`config.mk`:
```
export PLATFORM = sky130hd
export DESIGN_NAME = maxpool2x2_stream_flat
export DESIGN_NICKNAME = d
export VERILOG_FILES = /design/src/rtl/maxpool2x2_stream_if.sv /design/src/rtl/maxpool2x2_stream.sv /design/src/flat_wrapper.sv
export SDC_FILE = /design/constraint.sdc
export NUM_CORES = 2
export LEC_CHECK = 0
export ABC_AREA = 1
export BUFFER_PORTS_ARGS = -buffer_cell sky130_fd_sc_hd__clkbuf_2
export CORE_AREA = 2 2 614 616
export DETAILED_ROUTE_END_ITERATION = 8
export DIE_AREA = 0 0 616 618
export RECOVER_POWER = 100
export SETUP_SLACK_MARGIN = 0.5
export SYNTH_ARGS = -nofsm -noshare
export SYNTH_HDL_FRONTEND = slang
export SYNTH_SLANG_ARGS = --single-unit
```
`constraint.sdc`:
```
create_clock -name clk -period 9.7 [get_ports clk]
set_input_delay 0.97 -clock clk [delete_from_list [all_inputs] [get_ports clk]]
set_output_delay 0.97 -clock clk [all_outputs]
set_load 0.01 [all_outputs]
```
`src/rtl/maxpool2x2_stream_if.sv`:
```
// Pixel stream bundle for the 2x2 max-pool stage.
// master drives i_data/valid_in; slave drives o_data/valid_out/frame_done.
interface maxpool2x2_stream_if #(
  parameter int DATA_WIDTH = 32
);
  logic [DATA_WIDTH-1:0] i_data;
  logic                  valid_in;
  logic [DATA_WIDTH-1:0] o_data;
  logic                  valid_out;
  logic                  frame_done;

  modport master (
    output i_data, valid_in,
    input  o_data, valid_out, frame_done
  );

  modport slave (
    input  i_data, valid_in,
    output o_data, valid_out, frame_done
  );
endinterface

```
`src/rtl/maxpool2x2_stream.sv`:
```
// 2x2 stride-2 max pooling over a row-major post-ReLU float stream.
// Ports: clk, rst (async high), bus (slave: i_data/valid_in in, o_data/valid_out/frame_done out).
module maxpool2x2_stream #(
  parameter int DATA_WIDTH = 32,
  parameter int IMG_WIDTH  = 224,
  parameter int IMG_HEIGHT = 224
) (
  input  logic                clk,
  input  logic                rst,
  maxpool2x2_stream_if.slave  bus
);
  localparam int CW = (IMG_WIDTH > 1) ? $clog2(IMG_WIDTH) : 1;
  localparam int RW = (IMG_HEIGHT > 1) ? $clog2(IMG_HEIGHT) : 1;
  localparam int HW = IMG_WIDTH / 2;
  localparam int AW = (HW > 1) ? $clog2(HW) : 1;
  localparam int LAST_OR = (IMG_HEIGHT / 2) * 2 - 1;
  localparam int LAST_OC = (IMG_WIDTH / 2) * 2 - 1;

  typedef logic [DATA_WIDTH-1:0] pix_t;

  logic [CW-1:0] r_col;
  logic [RW-1:0] r_row;
  pix_t          r_pair;
  pix_t          r_odata;
  logic          r_valid;
  logic          r_done;
  pix_t          r_lb [HW];

  pix_t          w_pix;
  pix_t          w_lb_rd;
  pix_t          w_max2;
  pix_t          w_max3;
  logic [AW-1:0] w_addr;
  logic          w_last_col;
  logic          w_last_row;
  logic          w_skip_row;
  logic          w_last_out;

  // Non-negative floats order the same as their magnitude bits; ties keep a.
  function automatic pix_t f_max(input pix_t a, input pix_t b);
    return (b[DATA_WIDTH-2:0] > a[DATA_WIDTH-2:0]) ? b : a;
  endfunction

  // Negative inputs cannot survive ReLU; treat them as +0.
  assign w_pix      = bus.i_data[DATA_WIDTH-1] ? '0 : bus.i_data;
  assign w_addr     = AW'(r_col >> 1);
  assign w_lb_rd    = r_lb[w_addr];
  assign w_max2     = f_max(r_pair, w_pix);
  assign w_max3     = f_max(w_lb_rd, w_max2);
  assign w_last_col = (r_col == CW'(IMG_WIDTH - 1));
  assign w_last_row = (r_row == RW'(IMG_HEIGHT - 1));
  // With an odd height the final (even-indexed) row has no partner row.
  assign w_skip_row = ((IMG_HEIGHT % 2) == 1) && w_last_row;
  assign w_last_out = (r_row == RW'(LAST_OR)) &&
                      (r_col == CW'(LAST_OC));

  always_ff @(posedge clk or posedge rst) begin
    if (rst) begin
      r_col   <= '0;
      r_row   <= '0;
      r_pair  <= '0;
      r_odata <= '0;
      r_valid <= 1'b0;
      r_done  <= 1'b0;
    end else begin
      r_valid <= 1'b0;
      r_done  <= 1'b0;
      if (bus.valid_in) begin
        if (w_last_col) begin
          r_col <= '0;
          r_row <= w_last_row ? '0 : r_row + 1'b1;
        end else begin
          r_col <= r_col + 1'b1;
        end
        // An odd-width trailing column lands here too; it is never paired.
        if (!r_col[0]) begin
          r_pair <= w_pix;
        end else if (r_row[0]) begin
          r_odata <= w_max3;
          r_valid <= 1'b1;
          r_done  <= w_last_out;
        end
      end
    end
  end

  // Line buffer holds the even-row pair maxima; written before every read.
  always_ff @(posedge clk) begin
    if (!rst && bus.valid_in && r_col[0] && !r_row[0] && !w_skip_row) begin
      r_lb[w_addr] <= w_max2;
    end
  end

  assign bus.o_data     = r_odata;
  assign bus.valid_out  = r_valid;
  assign bus.frame_done = r_done;
endmodule
```
`src/flat_wrapper.sv`:
```
// flat-port wrapper written by rule: the top's interface ports become plain ports
module maxpool2x2_stream_flat 
#(
  parameter int DATA_WIDTH = 32,
  parameter int IMG_WIDTH  = 224,
  parameter int IMG_HEIGHT = 224
)
  (clk, rst, bus_i_data, bus_valid_in, bus_o_data, bus_valid_out, bus_frame_done);
  maxpool2x2_stream_if #(.DATA_WIDTH(DATA_WIDTH)) bus_i ();
  input  logic clk;
  input  logic rst;
  input wire logic [$bits(bus_i.i_data)-1:0] bus_i_data;
  input wire logic [$bits(bus_i.valid_in)-1:0] bus_valid_in;
  output wire logic [$bits(bus_i.o_data)-1:0] bus_o_data;
  output wire logic [$bits(bus_i.valid_out)-1:0] bus_valid_out;
  output wire logic [$bits(bus_i.frame_done)-1:0] bus_frame_done;
  assign bus_i.i_data = bus_i_data;
  assign bus_i.valid_in = bus_valid_in;
  assign bus_o_data = bus_i.o_data;
  assign bus_valid_out = bus_i.valid_out;
  assign bus_frame_done = bus_i.frame_done;
  maxpool2x2_stream #(.DATA_WIDTH(DATA_WIDTH), .IMG_WIDTH(IMG_WIDTH), .IMG_HEIGHT(IMG_HEIGHT)) u_core (.clk(clk), .rst(rst), .bus(bus_i));
endmodule
```
# == Word-level counts from Yosys, hierarchy flattened ==
# Memories as Yosys holds them, arrays and structs flattened.
# Cells that the tools add are included.
# totals
register_bits,82
latchBits,0
mem_bits_rw,3584
mem_bits_ro,0
out_inout_bits,34
wordCells,36
n_memories,1
# memory_table
memory,depth,word_bits,rd,rd_clocked_by_memory_dff,wr,line_no,source
u_core.r_lb,112,32,1,0,1,maxpool2x2_stream.sv:27,pix_t r_lb [HW];
# classes
add_sub_neg,2
multipliers,0
n_div,0
order_cmp,2
n_eq_ne,2
n_shift,0
muxes,13
bitwise,1
n_reduce_logical,9
# ops
operator,count
$mux 32,2
$gt 31x31->1,2
$mux 31,1
$add 8x1->8 const B,2
$eq 8x8->1 const B,2
$mux 8,2
$mux 1,8
$logic_and 1x1->1,4
$reduce_and 2->1,2
$reduce_and 3->1,1
$logic_not 1->1,2
$not 1->1,1

# == Logic depth before layout (Yosys ltp) ==
# logic_depth
depth_word,6
mapped_depth,35

# == Worst setup path before layout ==
# No wires, ideal clock.
# synth_timing
path_type,input port to flip-flop
start,in bus_i_data[31]
end,reg u_core.r_odata[0] (netlist: u_core.bus.o_data[0])
arrival_ns,5.986
required_time_ns,9.583
setup_slack_ns,3.598
stages,28
n_path_buf,4
cell_sequence,inv_2 -> buf_6 -> clkbuf_1 -> nand2_1 -> inv_1 -> ha_1 -> a21oi_1 -> nor2_1 -> a211oi_1 -> nand2_1 -> a21oi_1 -> nand2_4 -> buf_4 -> nand3_1 -> nand2_1 -> ha_1 -> nand2_1 -> nor3_1 -> nand3_1 -> a21oi_1 -> nor2_1 -> nand2_1 -> nand2_1 -> clkinv_1 -> clkbuf_1 -> nand3_1 -> nand2_1 -> nand2_1
# synth_between
elab_chain_len,5
# synth_lines
element,line_no,source
"start, declared",flat_wrapper.sv:12,input wire logic [$bits(bus_i.i_data)-1:0] bus_i_data;
$mux 31,maxpool2x2_stream.sv:45,assign w_pix = bus.i_data[DATA_WIDTH-1] ? '0 : bus.i_data;
net u_core.w_pix[20],maxpool2x2_stream.sv:29,pix_t w_pix;
$gt 31x31->1,maxpool2x2_stream.sv:41,return (b[DATA_WIDTH-2:0] > a[DATA_WIDTH-2:0]) ? b : a;
$mux 32,maxpool2x2_stream.sv:41,
net u_core.w_max2[30],maxpool2x2_stream.sv:31,pix_t w_max2;
$gt 31x31->1,maxpool2x2_stream.sv:41,
$mux 32,maxpool2x2_stream.sv:41,
"end signal, assigned",maxpool2x2_stream.sv:79,r_odata <= w_max3;
"end, declared",maxpool2x2_stream.sv:24,pix_t r_odata;
# The timed path passes the listed nets, and every way through them passes these cells.
# A chain may end at the register's enable or synchronous reset.

# == Worst setup path in the final report ==
# layout_timing
start,reg u_core.r_col[2]
end,mem u_core.r_lb[57][11] in the netlist's numbering (enable)
# layout_lines
element,line_no,source
"start, declared",maxpool2x2_stream.sv:21,logic [CW-1:0] r_col;
"start signal, assigned",maxpool2x2_stream.sv:73,r_col <= r_col + 1'b1;
"end, declared",maxpool2x2_stream.sv:27,
# No word-level cell before the write port.

==> results.cfg <==
[power]
p_seq_share_pct = 37.7
clkPwrFrac_pct = 28.7
power_density_nw_per_um2 = 289.7
switching_share_pct = 39.04
p_int_mw = 29.38
p_sw_mw = 18.82
vdd_drop_max_mv = 0.2558
leakage_nw = 66.19
comb_power_share_pct = 33.6

[placement]
io_buffers = 67
dp_hpwl_mm = 262.3
gp_congestion = 0.9235

[clock_network]
post-cts-setup-buffers = 0
cts_root_buf = clkbuf_16
cts_sinks = 3552
path_clk_slew_ns = 0.06
cts_max_path_buffers = 4
ctsResizeCount = 0
clk_latency_ns = 0.96
holdBufCountCts = 1
tritoncts = built
htreeDepth = 5
numCtsBuffers = 363

[global_routing]
grt_pass1_vias = 95080
grt_max_degree = 156
antenna_found_initial = 21
grt-ovfl-total = 0
track_usage_pct = 24.72
grt_pass1_wl_mm = 685.9

[final_layout]
fillers = 34670
nNetsFinal = 14270
area_growth_pct = 11.54
drive_above_1_share_pct = 5.551

[sta]
setup_viol = 0
tns_ns = 0
max_freq_ghz = 0.1120
report.final.slew_viol_count = 4825
hold_viol_final = 0
holdWs_ns = 0.2974
relSlewSlack_pct = -162.9
rsz0062_at_grt = no
skew_ns = 0.06794
period_minus_slack_ns = 8.926
worst-slew-pin-transition_ns = 3.944
fin_crit_sh_pct = 92.02

[floorplan]
io_pins = 69
rows = 225
die_w_um = 616
initial_core_util_pct = 39.87
dieArea_um2 = 380700
core-area_um2 = 374100
die_h_um = 618

[drt]
drc = 0
drtIter0Drc = 13750
vias = 103700
finalWirelength_mm = 482.1
dr.pass1.iters = 6
ant_nets = 0
wl_per_cell_um = 24.74
avgViaCountPerCell = 5.321

[worst_setup_path]
crit_arrival_ns = 9.44
critPathSlowestCell = clkbuf_1
cpMostUsedCell = clkbuf_1
crit_type = register to register
worst-path-max-fanout = 31
cp.required_ns = 10.21
crit_start = u_core.r_col[2]
cp-start-kind = register
endpoint_kind = register
critPathMaxStageDelay_ns = 2.03
path_cells = nor2_4 -> nand2_1 -> inv_1 -> clkbuf_1 -> nand2_1 -> clkbuf_1 -> nor2_4 -> clkbuf_1
regToRegStartpoint = u_core.r_col[2]

[yosys]
syn-cell-area_um2 = 149200
yosysMostFrequentCell = nand2_1
yosysTopAreaCell = edfxtp_1
synth_edf_count = 3472
ys_dominant_reg_cell = edfxtp_1
synth.distinct_cells = 45
synthCells = 14210
synth_common_cells = 8291 x nand2_1, 3472 x edfxtp_1, 486 x buf_2, 438 x a21oi_1, 346 x nor2_1
synthesis.nets = 14300
ys_ff_latch = 3552
synthTopCellsByArea = edfxtp_1 70%, nand2_1 21%, buf_2 1.6%
synthDominantCellAreaShare_pct = 69.90
ys_warn_count = 0
avgSynthCellArea_um2 = 10.50
synth_seq_area_share_pct = 71.24
synthArstFlopShare_pct = 2.252

[status]
violations = capacitance limit, slew limit
outcome = finished, violations left

[worst_hold_path]
min_from = bus_i_data[0]
hp-class = input port to register

[run]
drv_cap = 153
[through the flow]
step / cells / setup WS (ns) / total power, mW / util, % / cell area, um^2
5_1_grt: 19480 / 1.020 / 50.16 / 44.46 / 166300
6_report: 19490 / 0.7745 / 48.20 / 44.46 / 166400
3_5_place_dp: 18810 / 2.046 / 34.34 / 41.63 / 155700
4_1_cts: 19480 / 2.610 / 48.04 / 44.72 / 167300
2_1_floorplan: 14210 / 3.598 / 28.09 / - / 149200
3_3_place_gp: 18810 / 2.032 / 34.30 / 41.63 / 155700
[final timing paths]
check                                      endpoint  slack [ns]  cells after the start
worst max-delay path            u_core.r_lb[57][11]        0.77                      8
worst min-delay path               u_core.r_pair[0]        0.30                      3
worst max register to register  u_core.r_lb[57][11]        0.77                      8
worst min register to register      u_core.r_row[4]        0.48                      1
max in group asynchronous          u_core.r_pair[2]        4.81                      4
min in group asynchronous           u_core.r_row[0]        0.73                      3
[cells in the final DEF, fill, tap and decap left out, drive strengths merged, types with 7 or more instances in the layout]
| master | synthesis | final |
|---|---|---|
| nand2 | 8296 | 8296 |
| edfxtp | 3472 | 3472 |
| clkbuf | 155 | 660 |
| a21oi | 438 | 438 |
| nor2 | 357 | 357 |
| o21ai | 227 | 227 |
| inv | 205 | 213 |
| nand3 | 211 | 211 |
| clkinv | 3 | 157 |
| buf | 569 | 134 |
| dfrtp | 80 | 80 |
| ha | 55 | 55 |
| nand4 | 40 | 40 |
| bufinv | 0 | 31 |
| a22oi | 21 | 21 |
| nor3 | 19 | 19 |
| clkinvlp | 0 | 13 |
| diode | 0 | 12 |
| nor4 | 11 | 11 |
| and2 | 9 | 9 |
| nand3b | 7 | 7 |
[power groups by stage]
stage                     sequential [mW]  clock (mW)  combinational [mW]
after CTS                            18.1        14.0                16.0
final                                18.2        13.8                16.2
after global placement               18.4           0                15.9
after detailed placement             18.4           0                15.9
after floorplan                      18.4           0                9.71
after global routing                 18.1        14.5                17.5
[critical path: cells and delay by family, from the launching register on]
family,cells,cell delay [ns]
buffers and inverters,4,5.08
DFF,1,1.06
and+or+nand+nor,4,2.24
[sequential cells by signal (all words and copies together) (netlist names)]
register,count
u_core.r_pair,31
u_core.r_col,8
u_core.r_lb,3472
u_core.bus.o_data,31
u_core.r_row,8
u_core.bus.valid_out,1
u_core.bus.frame_done,1
[layer usage]
layer / routed length, um / part of all wire (%) / GRT usage [%] / vias up
met1: 193400 / 40 / 34.32 / 50530
li1: - / - / - / 46820
met5: 27 / 0.0056 / 0 / -
met4: 24580 / 5.1 / 10.85 / 4
met3: 50470 / 10 / 4.489 / 1015
met2: 213600 / 44 / 38.05 / 5329
[cells by family (layout without fill, tap and decap cells)]
| family | Yosys count | in the layout | share of synthesized area, % |
|---|---|---|---|
| compound gates | 703 | 703 | 2.419 |
| xor+xnor | 5 | 5 | 0.02936 |
| fa+ha+maj | 55 | 55 | 0.4614 |
| buf+inv | 932 | 1209 | 2.923 |
| flops | 3552 | 3552 | 71.24 |
| other cells | 1 | 13 | 0.002514 |
| simple gates | 8958 | 8958 | 22.92 |
[cell type report]
| class | count | area, um^2 | share of cell area [%] |
|---|---|---|---|
| antenna | 12 | 30.03 | 0.01805 |
| clock buffer | 459 | 9674 | 5.815 |
| tap | 4994 | 6248 | 3.756 |
| sequential | 3552 | 106300 | 63.88 |
| inverter | 208 | 813.3 | 0.4889 |
| multi-input combinational | 9722 | 39230 | 23.58 |
| clock inverter | 206 | 1882 | 1.131 |
| timing repair buffer | 336 | 2211 | 1.329 |
Power figures use the tool's default switching activity.
